$ cat config.mk
export PLATFORM = sky130hd
export DESIGN_NAME = instr_encoder_loader
export DESIGN_NICKNAME = d
export VERILOG_FILES = /design/src/rtl/mips_defs_pkg.sv /design/src/rtl/instr_encode.sv /design/src/rtl/instr_encoder_loader.sv
export SDC_FILE = /design/constraint.sdc
export NUM_CORES = 1
export LEC_CHECK = 0
export ABC_AREA = 0
export CORE_MARGIN = 4
export CORE_UTILIZATION = 45
export CTS_CLUSTER_DIAMETER = 40
export CTS_CLUSTER_SIZE = 14
export DETAILED_ROUTE_END_ITERATION = 12
export GPL_TIMING_DRIVEN = 0
export PLACE_DENSITY = 0.76
export SYNTH_ARGS = -nofsm -noshare
export SYNTH_HDL_FRONTEND = slang
export SYNTH_SLANG_ARGS = --single-unit
export TNS_END_PERCENT = 50
$ cat constraint.sdc
create_clock -name clk -period 5.4 [get_ports clk]
set_input_delay 1.08 -clock clk [delete_from_list [all_inputs] [get_ports clk]]
set_output_delay 1.08 -clock clk [all_outputs]
set_load 0.05 [all_outputs]
$ cat src/rtl/mips_defs_pkg.sv
// Shared MIPS encoding constants, request kinds and loader FSM states.
// Also used by the main control decoder, so opcode/func values live here only once.
package mips_defs_pkg;

  localparam logic [5:0] OP_RTYPE = 6'h00;
  localparam logic [5:0] OP_LW    = 6'h23;
  localparam logic [5:0] OP_SW    = 6'h2B;
  localparam logic [5:0] OP_BEQ   = 6'h04;

  localparam logic [5:0] FUNC_ADD = 6'h20;
  localparam logic [5:0] FUNC_SUB = 6'h22;
  localparam logic [5:0] FUNC_AND = 6'h24;
  localparam logic [5:0] FUNC_OR  = 6'h25;

  typedef enum logic [2:0] {
    KIND_ADD     = 3'd0,
    KIND_SUB     = 3'd1,
    KIND_AND     = 3'd2,
    KIND_OR      = 3'd3,
    KIND_LW      = 3'd4,
    KIND_SW      = 3'd5,
    KIND_BEQ     = 3'd6,
    KIND_ILLEGAL = 3'd7
  } req_kind_t;

  typedef enum logic [1:0] {
    ST_IDLE  = 2'd0,
    ST_LOAD  = 2'd1,
    ST_WRITE = 2'd2,
    ST_DONE  = 2'd3
  } state_t;

  function automatic logic [31:0] rtype_word(input logic [4:0] rs, input logic [4:0] rt,
                                             input logic [4:0] rd, input logic [5:0] func);
    return {OP_RTYPE, rs, rt, rd, 5'd0, func};
  endfunction

  function automatic logic [31:0] itype_word(input logic [5:0] op, input logic [4:0] rs,
                                             input logic [4:0] rt, input logic [15:0] imm);
    return {op, rs, rt, imm};
  endfunction

endpackage

$ cat src/rtl/instr_encode.sv
// Combinational encoder: symbolic request fields -> 32-bit MIPS word plus illegal flag.
module instr_encode
  import mips_defs_pkg::*;
(
  input  logic [2:0]  kind,
  input  logic [4:0]  rs,
  input  logic [4:0]  rt,
  input  logic [4:0]  rd,
  input  logic [15:0] imm,
  output logic [31:0] word,
  output logic        illegal
);

  always_comb begin
    word    = '0;
    illegal = 1'b0;
    case (req_kind_t'(kind))
      KIND_ADD:     word = rtype_word(rs, rt, rd, FUNC_ADD);
      KIND_SUB:     word = rtype_word(rs, rt, rd, FUNC_SUB);
      KIND_AND:     word = rtype_word(rs, rt, rd, FUNC_AND);
      KIND_OR:      word = rtype_word(rs, rt, rd, FUNC_OR);
      KIND_LW:      word = itype_word(OP_LW, rs, rt, imm);
      KIND_SW:      word = itype_word(OP_SW, rs, rt, imm);
      KIND_BEQ:     word = itype_word(OP_BEQ, rs, rt, imm);
      KIND_ILLEGAL: illegal = 1'b1;
      default:      illegal = 1'b1;
    endcase
  end

endmodule

$ cat src/rtl/instr_encoder_loader.sv
// Accepts symbolic instruction requests and streams the encoded words into the
// instruction memory write port, one word every two cycles.
module instr_encoder_loader
  import mips_defs_pkg::*;
#(
  parameter int ADDR_WIDTH = 8,
  parameter int DEPTH      = 256,
  parameter int BASE_ADDR  = 0
) (
  input  logic                  clk,
  input  logic                  rst_n,
  input  logic                  start,
  input  logic                  finish,
  input  logic                  req_valid,
  output logic                  req_ready,
  input  logic [2:0]            req_kind,
  input  logic [4:0]            req_rs,
  input  logic [4:0]            req_rt,
  input  logic [4:0]            req_rd,
  input  logic [15:0]           req_imm,
  output logic                  imem_we,
  output logic [ADDR_WIDTH-1:0] imem_addr,
  output logic [31:0]           imem_wdata,
  output logic [ADDR_WIDTH:0]   count,
  output logic                  full,
  output logic                  err_illegal,
  output logic                  done
);

  localparam logic [ADDR_WIDTH-1:0] BASE_A   = BASE_ADDR[ADDR_WIDTH-1:0];
  localparam logic [ADDR_WIDTH:0]   DEPTH_C  = DEPTH[ADDR_WIDTH:0];
  localparam logic [ADDR_WIDTH-1:0] ADDR_ONE = 1;
  localparam logic [ADDR_WIDTH:0]   CNT_ONE  = 1;

  state_t                state;
  logic                  finish_pending;
  logic [ADDR_WIDTH-1:0] wr_ptr;
  logic [31:0]           enc_word;
  logic                  enc_illegal;
  logic                  hs;

  instr_encode u_encode (
    .kind    (req_kind),
    .rs      (req_rs),
    .rt      (req_rt),
    .rd      (req_rd),
    .imm     (req_imm),
    .word    (enc_word),
    .illegal (enc_illegal)
  );

  assign full      = (count == DEPTH_C);
  assign req_ready = (state == ST_LOAD) && !full;
  assign imem_we   = (state == ST_WRITE);
  assign done      = (state == ST_DONE);
  assign hs        = req_valid && req_ready;

  // start overrides everything; a write already in flight still strobes this cycle
  always_ff @(posedge clk or negedge rst_n) begin
    if (!rst_n) begin
      state          <= ST_IDLE;
      count          <= '0;
      wr_ptr         <= BASE_A;
      imem_addr      <= '0;
      imem_wdata     <= '0;
      err_illegal    <= 1'b0;
      finish_pending <= 1'b0;
    end else if (start) begin
      state          <= ST_LOAD;
      count          <= '0;
      wr_ptr         <= BASE_A;
      err_illegal    <= 1'b0;
      finish_pending <= 1'b0;
    end else begin
      case (state)
        ST_IDLE: ;
        ST_LOAD: begin
          if (finish) finish_pending <= 1'b1;
          if (hs) begin
            if (enc_illegal) begin
              err_illegal <= 1'b1;
            end else begin
              imem_addr  <= wr_ptr;
              imem_wdata <= enc_word;
              state      <= ST_WRITE;
            end
          end else if (finish_pending) begin
            state <= ST_DONE;
          end
        end
        ST_WRITE: begin
          if (finish) finish_pending <= 1'b1;
          count  <= count + CNT_ONE;
          wr_ptr <= wr_ptr + ADDR_ONE;
          state  <= ST_LOAD;
        end
        ST_DONE: ;
        default: state <= ST_IDLE;
      endcase
    end
  end

endmodule

Word-level counts from Yosys, hierarchy flattened --
Cells that the tools add are included.
Word-level totals: register bits 61, input port bits 39, logic and storage cells 58
Cells by class: add/subtract/negate cells 2, eq/ne operators 13, mux-type cells 18, bitwise logic cells 2, reductions and logical operators 16
Operators with widths (count):
- case mux 32 bit (7 select lines) | 1
- two-way mux 9 bit | 2
- two-way mux 8 bit | 2
- equality test 3 bit (second input constant) | 4
- nonzero test 2 bit | 6
- adder 9 x 1 -> 9 bit (second input constant) | 1
- equality test 9 bit (second input constant) | 1
- adder 8 x 1 -> 8 bit (second input constant) | 1
- two-way mux 1 bit | 8
- two-way mux 2 bit | 4
- != test 4 bit (second input constant) | 2
- equality test 3 x 2 -> 1 bit (second input constant) | 2
- AND reduction 3 bit | 2
- equality test 2 bit (second input constant) | 2
- case mux 2 bit (2 select lines) | 1
- AND reduction 4 bit | 1
- equality test 3 x 1 -> 1 bit (second input constant) | 1
- zero test 3 bit | 1
- nonzero test 3 bit | 1
- equality test 2 x 1 -> 1 bit (second input constant) | 1
- logical AND 1 bit | 2
- inverter 1 bit | 2
- AND reduction 2 bit | 1
- OR reduction 2 bit | 1
- zero test 1 bit | 1

Depth between registers and ports, before layout --
Gate-level depths: netlist of run 1.
depth after elaboration 7, depth in mapped cells 8, gate-level depth less buffers 6

Modules after synthesis --
Synthesis of run 1 repeated with hierarchy kept, for this count alone.
Unflattened totals: cell total of the unflattened synthesis 253, area, all modules 2921.6 um^2
By module, submodules not included:
- instr_encoder_loader | times used 1, cells each 195, area each 2603.7 um^2, sequential area each 1526.5 um^2
- instr_encode | times used 1, cells each 58, area each 317.8 um^2, sequential area each 0.0 um^2

Worst setup path after synthesis of run 1 --
Ideal clock, no wire load.
kind reg2out, from register count[0], to output port req_ready, arrival 2.242 ns, required time 4.320 ns, setup slack 2.078 ns, stages on the path, launching flop included 6, cells stage by stage dfrtp_1 inv_1 ha_1 nor4b_2 and2_1 nor2_1
Between the ends: cells in the longest elaborated chain, start to end 3
Ends and longest elaborated chain:
- start: declaration | line instr_encoder_loader.sv:24 | output logic [ADDR_WIDTH:0] count,
- start signal: assignment | line instr_encoder_loader.sv:93 | count <= count + CNT_ONE;
- equality test 9 bit | line instr_encoder_loader.sv:52 | assign full = (count == DEPTH_C);
- via full | line instr_encoder_loader.sv:25 | output logic full,
- zero test 1 bit | line instr_encoder_loader.sv:53 | assign req_ready = (state == ST_LOAD) && !full;
- logical AND 1 bit | line instr_encoder_loader.sv:53
- end: declaration | line instr_encoder_loader.sv:15 | output logic req_ready,
The timed path passes the listed nets, and every way through them passes these cells.

Worst setup path in the final report of run 1 --
from register count[0], to output port full
Between the ends: cells in the longest elaborated chain, start to end 1
Ends and longest elaborated chain (line):
- equality test 9 bit | instr_encoder_loader.sv:52
- end: declaration | instr_encoder_loader.sv:25
Every way passes these cells.

==> results of run 1 <==
-- worst min-delay path, stage by stage, from the launching register on --
cell and delay [ps]:
dfrtp_1 340, nand2_1 50, o21ai_0 60
-- state kept, by name, summed over array words and instances (netlist names) --
name            cells
imem_addr           8
count               9
wr_ptr              8
finish_pending      1
err_illegal         1
imem_wdata         29
state               2
-- per-layer routing --
layer	part of all wire	vias up	GRT usage
li1	-	1047	-
met1	0.47	1049	0.276
met2	0.45	75	0.288
met3	0.053	11	0.0403
met4	0.021	0	0.0950
met5	0	-	0
-- worst max-delay path by stage --
stage                         startpoint              endpoint  slack (ps)  depth (start not counted)
floorplan           count[0]$_DFFE_PN0N_             req_ready        2080                          5
detailed placement  count[0]$_DFFE_PN0N_                  full        2330                          5
CTS                 count[0]$_DFFE_PN0N_                  full        1950                          5
global placement                   rst_n  count[5]$_DFFE_PN0N_        1420                          1
global route        count[0]$_DFFE_PN0N_                  full        1810                          5
finish              count[0]$_DFFE_PN0N_                  full        1970                          5
-- power by group --
group / internal, mW / leakage [nW] / switching [mW]
Sequential: 0.505 / 0.761 / 0.0410
Clock: 0.186 / 0.0920 / 0.161
Combinational: 0.221 / 0.868 / 0.379
-- cells in the final DEF (no fill, tap or decap), types with 4 or more instances in the layout --
master / netlist / routed
xor2_1: 6 / 6
clkbuf_1: 7 / 8
mux2_4: 14 / 14
mux2_2: 5 / 5
xnor2_1: 6 / 6
nand2_1: 34 / 34
o21ai_0: 20 / 20
nor2b_1: 7 / 7
dfrtp_1: 58 / 58
nor3_1: 4 / 4
inv_1: 10 / 10
clkdlybuf4s50_1: 0 / 89
clkbuf_8: 0 / 11
ha_1: 6 / 6
nor2_1: 17 / 17
a21oi_1: 14 / 14
-- logic make-up after synthesis --
kind of cell | Yosys count
simple gates | 80
flops | 58
compound gates | 46
mux | 22
xor+xnor | 12
fa+ha+maj | 6
other cells | 1
buf+inv | 25
-- final cells by class --
| class | count | area [um^2] | share of cell area |
|---|---|---|---|
| Multi-Input combinational cell | 167 | 1140 | 0.291 |
| Buffer | 15 | 95.1 | 0.0244 |
| Timing Repair Buffer | 91 | 916 | 0.235 |
| Sequential cell | 58 | 1450 | 0.372 |
| Inverter | 10 | 37.5 | 0.00962 |
| Clock inverter | 3 | 15.0 | 0.00385 |
| Clock buffer | 12 | 155 | 0.0398 |
| Tap cell | 75 | 93.8 | 0.0241 |
-- stage by stage --
step	total power [mW]	area, um^2	util	cells
2_1_floorplan	0.937	2720	-	250
3_3_place_gp	1.15	3710	0.631	415
3_5_place_dp	1.16	3730	0.634	416
4_1_cts	1.51	3900	0.663	431
5_1_grt	1.56	3900	0.663	431
6_report	1.49	3900	0.663	431
==> flow_metrics.tcl, run 1 <==
set metrics [dict create \
    die_y_um 85.7 \
    drc 0 \
    grt_pass1_wl_um 11100 \
    synth-edff-count 0 \
    vias 2182 \
    holdBufCountCts 0 \
    core_um2 5890 \
    cts_tree "done" \
    hold_viol 0 \
    setup_viol 0 \
    synth_cells 250 \
    critPathBufInv 2 \
    tightest_slew_ps 688 \
    wirelength_um 6730 \
    fin_crit_sh 0.635 \
    p_leak_nw 1.72 \
    slew_viol_final 0 \
    post-place-ws_ps 2330 \
    layout.nets 397 \
    crit_chain "inv_1, ha_1, nor4b_2, and2_1, clkdlybuf4s50_1" \
    min_from "imem_wdata[2]$_DFFE_PN0P_" \
    hold_path.class "reg2reg" \
    rsz0062_at_grt "no" \
    grt_use_total 0.196 \
    synth-compound-area-share 0.0984 \
    arrival_ps 2350 \
    ys_ff_latch 58 \
    synth_area_leaders "dfrtp_1, mux2_4, nand2_1" \
    fp-row-count 28 \
    r2r-end "imem_wdata[0]$_DFFE_PN0P_" \
    synth-xor-area-share 0.0386 \
    fmax_ghz 0.292 \
    initial_core_util 0.462 \
    yosys.area.top_type "dfrtp_1" \
    syn_avg_cell_area_um2 10.9 \
    clk_pin_slew_worst_paths_ps 60 \
    path_max_fanout 6 \
    relSlewSlack 0.541 \
    ff2ff_setup_slack_ps 3320 \
    synth-seq-area-share 0.534 \
    peakVddDrop_mv 0.274 \
    cap_violations 0 \
    path_delay_family "buffers and inverters" \
    synth_top_family_by_area "simple AND/OR/NAND/NOR gates" \
    yosys_warnings 0 \
    htreeDepth 3 \
    ant_nets 0 \
    syn_area_um2 2720 \
    wl_per_cell_um 15.6 \
    ctsResizeCount 0 \
    start_kind "register" \
    portBuffers 90 \
    drt_iter0_drc 48 \
    period_minus_slack_ps 3430 \
    grt_overflow_total 0 \
    gp_congestion 0.818 \
    setup_slack_ps 1970 \
    cts_root_buf "clkbuf_8" \
    holdPathEnd "imem_wdata[2]$_DFFE_PN0P_" \
    yosys.area_share.adder 0.0276 \
    crit_type "reg2out" \
    synthDominantCellAreaShare 0.534 \
    synth_mux_area_frac 0.109 \
    skew_ps 3.60 \
    worstSetupEndpointType "output pin" \
    hold_depth 2 \
    clkLatencyLatePin_ps 330 \
    dieArea_um2 7350 \
    slowest_stage "clkdlybuf4s50_1" \
    r2r_cells 8 \
    drive_above_1_share 0.126 \
    antenna_cells 0 \
    cts_buffers 9 \
    worstReg2RegStart "count[0]$_DFFE_PN0N_" \
    yosysMostFrequentCell "dfrtp_1" \
    grt_pass1_vias 2143 \
    cts_buffer_depth 2 \
    status "finished, final reports clean" \
    synth-simple-area-share 0.143 \
    async_flop_share 1.00 \
    synthesis.nets 295 \
    synthFlopType "dfrtp_1" \
    synthTopCellsByCount "dfrtp_1, nand2_1, o21ai_0" \
    dieWidth_um 85.7 \
    area_growth_pct 43.4 \
    first_pass_iters 5 \
    grt_max_degree 31 \
    post_cts_buffers 0 \
    boundaryPins 93 \
    cp_slowest_stage_delay_ps 820 \
    whs_ps 481 \
    place_hpwl_um 5020 \
    viasPerCell 5.06 \
    setup_tns_ps 0 \
    cp.required_ps 4320 \
    antenna_found_initial 0 \
    power.density_nw_per_um2 383 \
    clock-sinks 58 \
    nFillCells 482 \
    ys_types 39 \
]
Power figures use the tool's default switching activity.
==> run 2: changes to the inputs <==
clock period = 3.5 ns   (was 5.4 ns; I/O delays follow)
==> results of run 2 <==
Same layout as run 1 (identical final DEF). Status: finished, final reports clean.
Among the figures that moved: setup slack after placement 2330 ps -> 810 ps; setup slack after layout 1970 ps -> 453 ps; hold slack 481 ps -> 403 ps; register-to-register setup slack 3320 ps -> 1420 ps; total power 1.49 mW -> 2.30 mW; worst IR drop on VDD 0.274 mV -> 0.423 mV
